[config.mk]
export PLATFORM = sky130hd
export DESIGN_NAME = segment_elastic_ex_mem
export DESIGN_NICKNAME = d
export VERILOG_FILES = /design/src/rtl/segment_elastic_ex_mem.sv
export SDC_FILE = /design/constraint.sdc
export NUM_CORES = 2
export LEC_CHECK = 0
export CORE_AREA = 3 3 319 321
export DETAILED_ROUTE_END_ITERATION = 6
export DIE_AREA = 0 0 322 324
export SLEW_MARGIN = 20
export SYNTH_ARGS = -nofsm -noshare
export SYNTH_HDL_FRONTEND = slang
export SYNTH_SLANG_ARGS = --single-unit
[constraint.sdc]
create_clock -name clk -period 2.1 [get_ports clk]
set_input_delay 0.42 -clock clk [delete_from_list [all_inputs] [get_ports clk]]
set_output_delay 0.42 -clock clk [all_outputs]
set_load 0.02 [all_outputs]
[src/rtl/segment_elastic_ex_mem.sv]
// Elastic EX/MEM pipeline segment: two-entry skid buffer (main + skid) with valid/ready, flush and falling-edge state.
// Optional macro SEGMENT_BUBBLE_CTRL_KILL_EN zeroes out_ctrl/out_lane_mask whenever out_valid is low.
module segment_elastic_ex_mem #(
  parameter int DATA_W = 192,
  parameter int LANES  = 8,
  parameter int RD_W   = 4,
  parameter int CTRL_W = 5
) (
  input  logic              clk,
  input  logic              rst,
  input  logic              flush,
  input  logic              in_valid,
  output logic              in_ready,
  input  logic [CTRL_W-1:0] in_ctrl,
  input  logic [DATA_W-1:0] in_alu,
  input  logic [DATA_W-1:0] in_store,
  input  logic [RD_W-1:0]   in_rd,
  input  logic [LANES-1:0]  in_lane_mask,
  output logic              out_valid,
  input  logic              out_ready,
  output logic [CTRL_W-1:0] out_ctrl,
  output logic [DATA_W-1:0] out_alu,
  output logic [DATA_W-1:0] out_store,
  output logic [RD_W-1:0]   out_rd,
  output logic [LANES-1:0]  out_lane_mask,
  output logic [1:0]        occupancy
);

  localparam int ENTRY_W = CTRL_W + 2 * DATA_W + RD_W + LANES;

  localparam logic [1:0] ST_EMPTY = 2'd0;
  localparam logic [1:0] ST_ONE   = 2'd1;
  localparam logic [1:0] ST_FULL  = 2'd2;

  logic [1:0]         state_q, state_d;
  logic [ENTRY_W-1:0] main_q, main_d;
  logic [ENTRY_W-1:0] skid_q, skid_d;
  logic [ENTRY_W-1:0] in_entry;
  logic [LANES-1:0]   lane_mask_cap;
  logic [CTRL_W-1:0]  head_ctrl;
  logic [LANES-1:0]   head_mask;
  logic               in_fire;
  logic               out_fire;

  // Scalar ops write only lane 0, whatever EX drove on the mask bus.
  for (genvar gi = 0; gi < LANES; gi++) begin : g_lane_mask
    if (gi == 0) begin : g_lane0
      assign lane_mask_cap[gi] = in_ctrl[2] ? in_lane_mask[gi] : 1'b1;
    end else begin : g_laneN
      assign lane_mask_cap[gi] = in_ctrl[2] ? in_lane_mask[gi] : 1'b0;
    end
  end

  assign in_entry = {in_ctrl, in_alu, in_store, in_rd, lane_mask_cap};
  assign {head_ctrl, out_alu, out_store, out_rd, head_mask} = main_q;

  assign in_ready  = (state_q != ST_FULL);
  assign out_valid = (state_q != ST_EMPTY);
  assign in_fire   = in_valid & in_ready;
  assign out_fire  = out_valid & out_ready;

  always_comb begin
    occupancy = 2'd0;
    case (state_q)
      ST_ONE:  occupancy = 2'd1;
      ST_FULL: occupancy = 2'd2;
      default: occupancy = 2'd0;
    endcase
  end

`ifdef SEGMENT_BUBBLE_CTRL_KILL_EN
  assign out_ctrl      = out_valid ? head_ctrl : '0;
  assign out_lane_mask = out_valid ? head_mask : '0;
`else
  assign out_ctrl      = head_ctrl;
  assign out_lane_mask = head_mask;
`endif

  always_comb begin
    state_d = state_q;
    main_d  = main_q;
    skid_d  = skid_q;
    case (state_q)
      ST_EMPTY: begin
        if (in_fire) begin
          state_d = ST_ONE;
          main_d  = in_entry;
        end
      end
      ST_ONE: begin
        if (in_fire && out_fire) begin
          main_d = in_entry;
        end else if (out_fire) begin
          state_d = ST_EMPTY;
        end else if (in_fire) begin
          state_d = ST_FULL;
          skid_d  = in_entry;
        end
      end
      ST_FULL: begin
        // in_ready is low here, so only the drain side can move.
        if (out_fire) begin
          state_d = ST_ONE;
          main_d  = skid_q;
        end
      end
      default: state_d = ST_EMPTY;
    endcase
  end

  always_ff @(negedge clk) begin
    if (rst) begin
      state_q <= ST_EMPTY;
      main_q  <= '0;
      skid_q  <= '0;
    end else if (flush) begin
      state_q <= ST_EMPTY;
    end else begin
      state_q <= state_d;
      main_q  <= main_d;
      skid_q  <= skid_d;
    end
  end

endmodule
==> run_results.csv <==
group,metric,value,unit
status,outcome,"finished with violations",
status,failed_checks,"setup timing",
synthesis,netlist_area,31100,sq um
clock_tree,cts_buffers,94,
clock_tree,cts_max_path_buffers,3,
global_route,grt_max_degree,145,
placed_design,place.detailed.hpwl,77400,microns
setup_path,end_kind,"output port",
synthesis,ys.warnings.count,0,
sta,maxSlewHeadroom,67.8,%
sta,finalWorstSetupSlack,-884,ps
synthesis,yosys.area_share.xor_xnor,0.0281,%
layout,fillerInstances,9162,
synthesis,syn_avg_cell_area,7.82,sq um
clock_tree,path_clk_slew,40,ps
sta,fin_tns_setup,-313610,ps
layout,drive_gt1_share,25.6,%
placed_design,place_ws,-1400,ps
setup_path,critPathMaxFanout,3,
clock_tree,clock_tree.root_cell,"sky130_fd_sc_hd__clkbuf_16",
synthesis,ys_types,29,
sta,report.final.setup_viol,1193,
floorplan,design.die.area,104000,sq um
synthesis,synthArstFlopShare,0,%
hold_path,worstHoldPathType,"flop to flop",
global_route,met2_usage,36.5,%
global_route,gr-usage-all-layers,22.1,%
synthesis,yosys_most_used_dff,"sky130_fd_sc_hd__dfxtp_1",
floorplan,fp.dieH,324,microns
global_route,antenna_found_initial,17,
routing,vias_per_cell,4.97,
power,leakagePower,0.0235,uW
floorplan,num_rows,116,
routing,vias,35800,
power,vdd_ir_drop_max,0.000833,V
clock_tree,cts_hold_buf,0,
synthesis,synth-compound-area-share,18.0,%
routing,drt_first_pass_iters,6,
run,number_of_violations_of_the_max_capacitance_limit,0,
clock_tree,cts_max_level,3,
synthesis,synth_top_family_by_area,"simple AND/OR/NAND/NOR gates",
global_route,grt_util_met1,24.5,%
power,power_per_cell_area,896,nW/um^2
placed_design,buffer_ports.inserted,810,
setup_path,crit_path_start_kind,"flop",
setup_path,cp_data_arrival_time,2560,ps
synthesis,synthSimpleGateAreaFrac,24.4,%
synthesis,syn_inst,3985,
routing,final_antenna_net_count,0,
setup_path,critPathKind,"flop to output port",
synthesis,seq_area_frac_synth,51.7,%
sta,setup_repair_after_global_routing_missed_its_margin,"yes",
sta,transition_time_of_the_tightest_slew_check_pin,482,ps
sta,hold_viol_final,0,
clock_tree,clkSinkCount,804,
floorplan,io_pins,811,
clock_tree,clk_latency,680,ps
layout,area_growth_syn_to_layout,68.4,%
floorplan,start_util,31.3,%
synthesis,syn-num-nets,4391,
floorplan,floorplan.die.width,322,microns
layout,finalNetCount,6244,
synthesis,post_synth_mux_area_share,0.0643,%
routing,avgRoutedWirePerCell,18.1,microns
clock_tree,tritoncts,"built",
sta,finClkSkew,37.5,ps
synthesis,share_of_synthesized_cell_area_in_full_adder_half_adder_and_majority_cells,0,%
routing,drc,0,
routing,wl_final,131000,microns
global_route,vias_in_the_first_global_route,34200,
global_route,global_route_wire_length_before_repair,183000,microns
global_route,grt_use_met3,7.69,%
global_route,busiest_layer,"met2",
synthesis,yosys_register_bits,804,
sta,final-max-slew-violation-count,0,
setup_path,data_required_time_of_the_worst_path,1680,ps
routing,first_iter_violations,2597,
synthesis,post_synth_edffs,0,
floorplan,floorplan.core_area,99600,sq um
placed_design,gp_congestion,0.831,
global_route,global_route.overflow_total,0,
## where the power goes
part	total [uW]	switching [uW]	internal [uW]	leakage, uW
sequential	16900	660	16300	0.00672
clock	23000	10800	12100	0.00584
combinational	7120	3340	3780	0.0109
## cells in the mapped netlist, types with 2 or more instances
cell                       count  area [sq um]
sky130_fd_sc_hd__a311oi_1    391          3420
sky130_fd_sc_hd__nand2_1    1586          5950
sky130_fd_sc_hd__buf_1         4          15.0
sky130_fd_sc_hd__inv_1         2          7.51
sky130_fd_sc_hd__clkbuf_1    200           751
sky130_fd_sc_hd__dfxtp_1     804         16100
sky130_fd_sc_hd__buf_4         8          60.1
sky130_fd_sc_hd__nor2_1      402          1510
sky130_fd_sc_hd__buf_2       107           536
sky130_fd_sc_hd__mux2i_1       2          20.0
sky130_fd_sc_hd__a21oi_1     400          2000
sky130_fd_sc_hd__a311oi_2     10           150
sky130_fd_sc_hd__nor2b_1       2          12.5
sky130_fd_sc_hd__buf_6        39           439
sky130_fd_sc_hd__nand3_1      14          70.1
## metrics by stage
step | util, % | area [sq um] | hold WS (ps) | instances | power [uW]
after global routing | 52.7 | 52500 | 459 | 7218 | 50000
after detailed placement | 42.2 | 42000 | 441 | 6016 | 25000
after CTS | 50.5 | 50300 | 445 | 7053 | 46900
after global placement | 42.2 | 42000 | 439 | 6016 | 24900
after floorplan | - | 31300 | 437 | 3985 | 21600
final | 52.7 | 52500 | 447 | 7219 | 47000
## registers in the layout, summed over array words and instances, names as in the netlist
name     count
main_q     401
state_q      2
skid_q     401
## worst max-delay path, cell delays in order, from the launching register on
cell	delay, ps
sky130_fd_sc_hd__dfxtp_2	330
sky130_fd_sc_hd__buf_6	120
sky130_fd_sc_hd__nand2b_4	200
sky130_fd_sc_hd__inv_8	70
sky130_fd_sc_hd__buf_6	120
## final timing paths
check                            startpoint            to  slack, ps  cells after the start
worst min-delay path            skid_q[329]   skid_q[329]        450                      2
worst max-delay path             state_q[0]  occupancy[1]       -880                      4
worst max register to register   state_q[0]   main_q[113]       -100                      7
worst min register to register  skid_q[329]   skid_q[329]        450                      2
## final cells by class
cell class                      count  area [sq um]  share of cell area [%]
Sequential cell                   804         16700                    31.9
Timing Repair Buffer             1312         14400                    27.5
Multi-Input combinational cell   2820         13500                    25.7
Clock inverter                    873          3750                    7.14
Clock buffer                       97          2430                    4.63
Tap cell                         1298          1620                    3.10
Antenna cell                       13          32.5                  0.0620
Inverter                            2          15.0                  0.0286
## layer usage
layer	routed length (microns)	up-vias
li1	-	17200
met1	52100	17000
met2	64400	1411
met3	8890	257
met4	5400	4
met5	22	-
## cell usage in the layout (no fill, tap or decap), types with 2 or more instances in the layout
cell type / synthesis / routed
sky130_fd_sc_hd__inv_1: 2 / 823
sky130_fd_sc_hd__buf_16: 0 / 27
sky130_fd_sc_hd__inv_16: 0 / 2
sky130_fd_sc_hd__dfxtp_2: 0 / 355
sky130_fd_sc_hd__diode_2: 0 / 13
sky130_fd_sc_hd__bufbuf_16: 0 / 3
sky130_fd_sc_hd__clkdlybuf4s50_1: 0 / 401
sky130_fd_sc_hd__inv_8: 0 / 2
sky130_fd_sc_hd__a311oi_2: 10 / 34
sky130_fd_sc_hd__nor2_4: 0 / 3
sky130_fd_sc_hd__a21oi_1: 400 / 400
sky130_fd_sc_hd__a311oi_1: 391 / 367
sky130_fd_sc_hd__inv_4: 0 / 5
sky130_fd_sc_hd__nor2_1: 402 / 394
sky130_fd_sc_hd__nor2_2: 0 / 5
sky130_fd_sc_hd__bufinv_16: 0 / 14
sky130_fd_sc_hd__buf_12: 0 / 71
sky130_fd_sc_hd__dfxtp_4: 0 / 48
sky130_fd_sc_hd__clkinvlp_2: 0 / 25
sky130_fd_sc_hd__clkbuf_16: 0 / 127
sky130_fd_sc_hd__buf_8: 0 / 6
sky130_fd_sc_hd__buf_4: 8 / 374
sky130_fd_sc_hd__nor2b_1: 2 / 2
sky130_fd_sc_hd__buf_6: 39 / 399
sky130_fd_sc_hd__nand3_1: 14 / 14
sky130_fd_sc_hd__nand2_1: 1586 / 1586
sky130_fd_sc_hd__dfxtp_1: 804 / 401
sky130_fd_sc_hd__clkinv_4: 0 / 4
## cell families (layout without fill, tap and decap cells)
kind of cell | after synthesis | after routing
AND/OR/NAND/NOR | 2012 | 2012
AO/OA/AOI/OAI | 805 | 805
flip-flops | 804 | 804
buffers and inverters | 361 | 2284
multiplexers | 2 | 2
XOR/XNOR | 1 | 1
other | 0 | 13
## repair_timing
action                                   CTS  global route
endpoints found under the setup margin  1207          1200
endpoints found under the hold margin      0             0
resized for setup                       2471           117
setup buffers                             53           119
gates cloned                              15            35
pin swaps                                  3            69
Note: power is estimated with default switching activity, not from simulation.
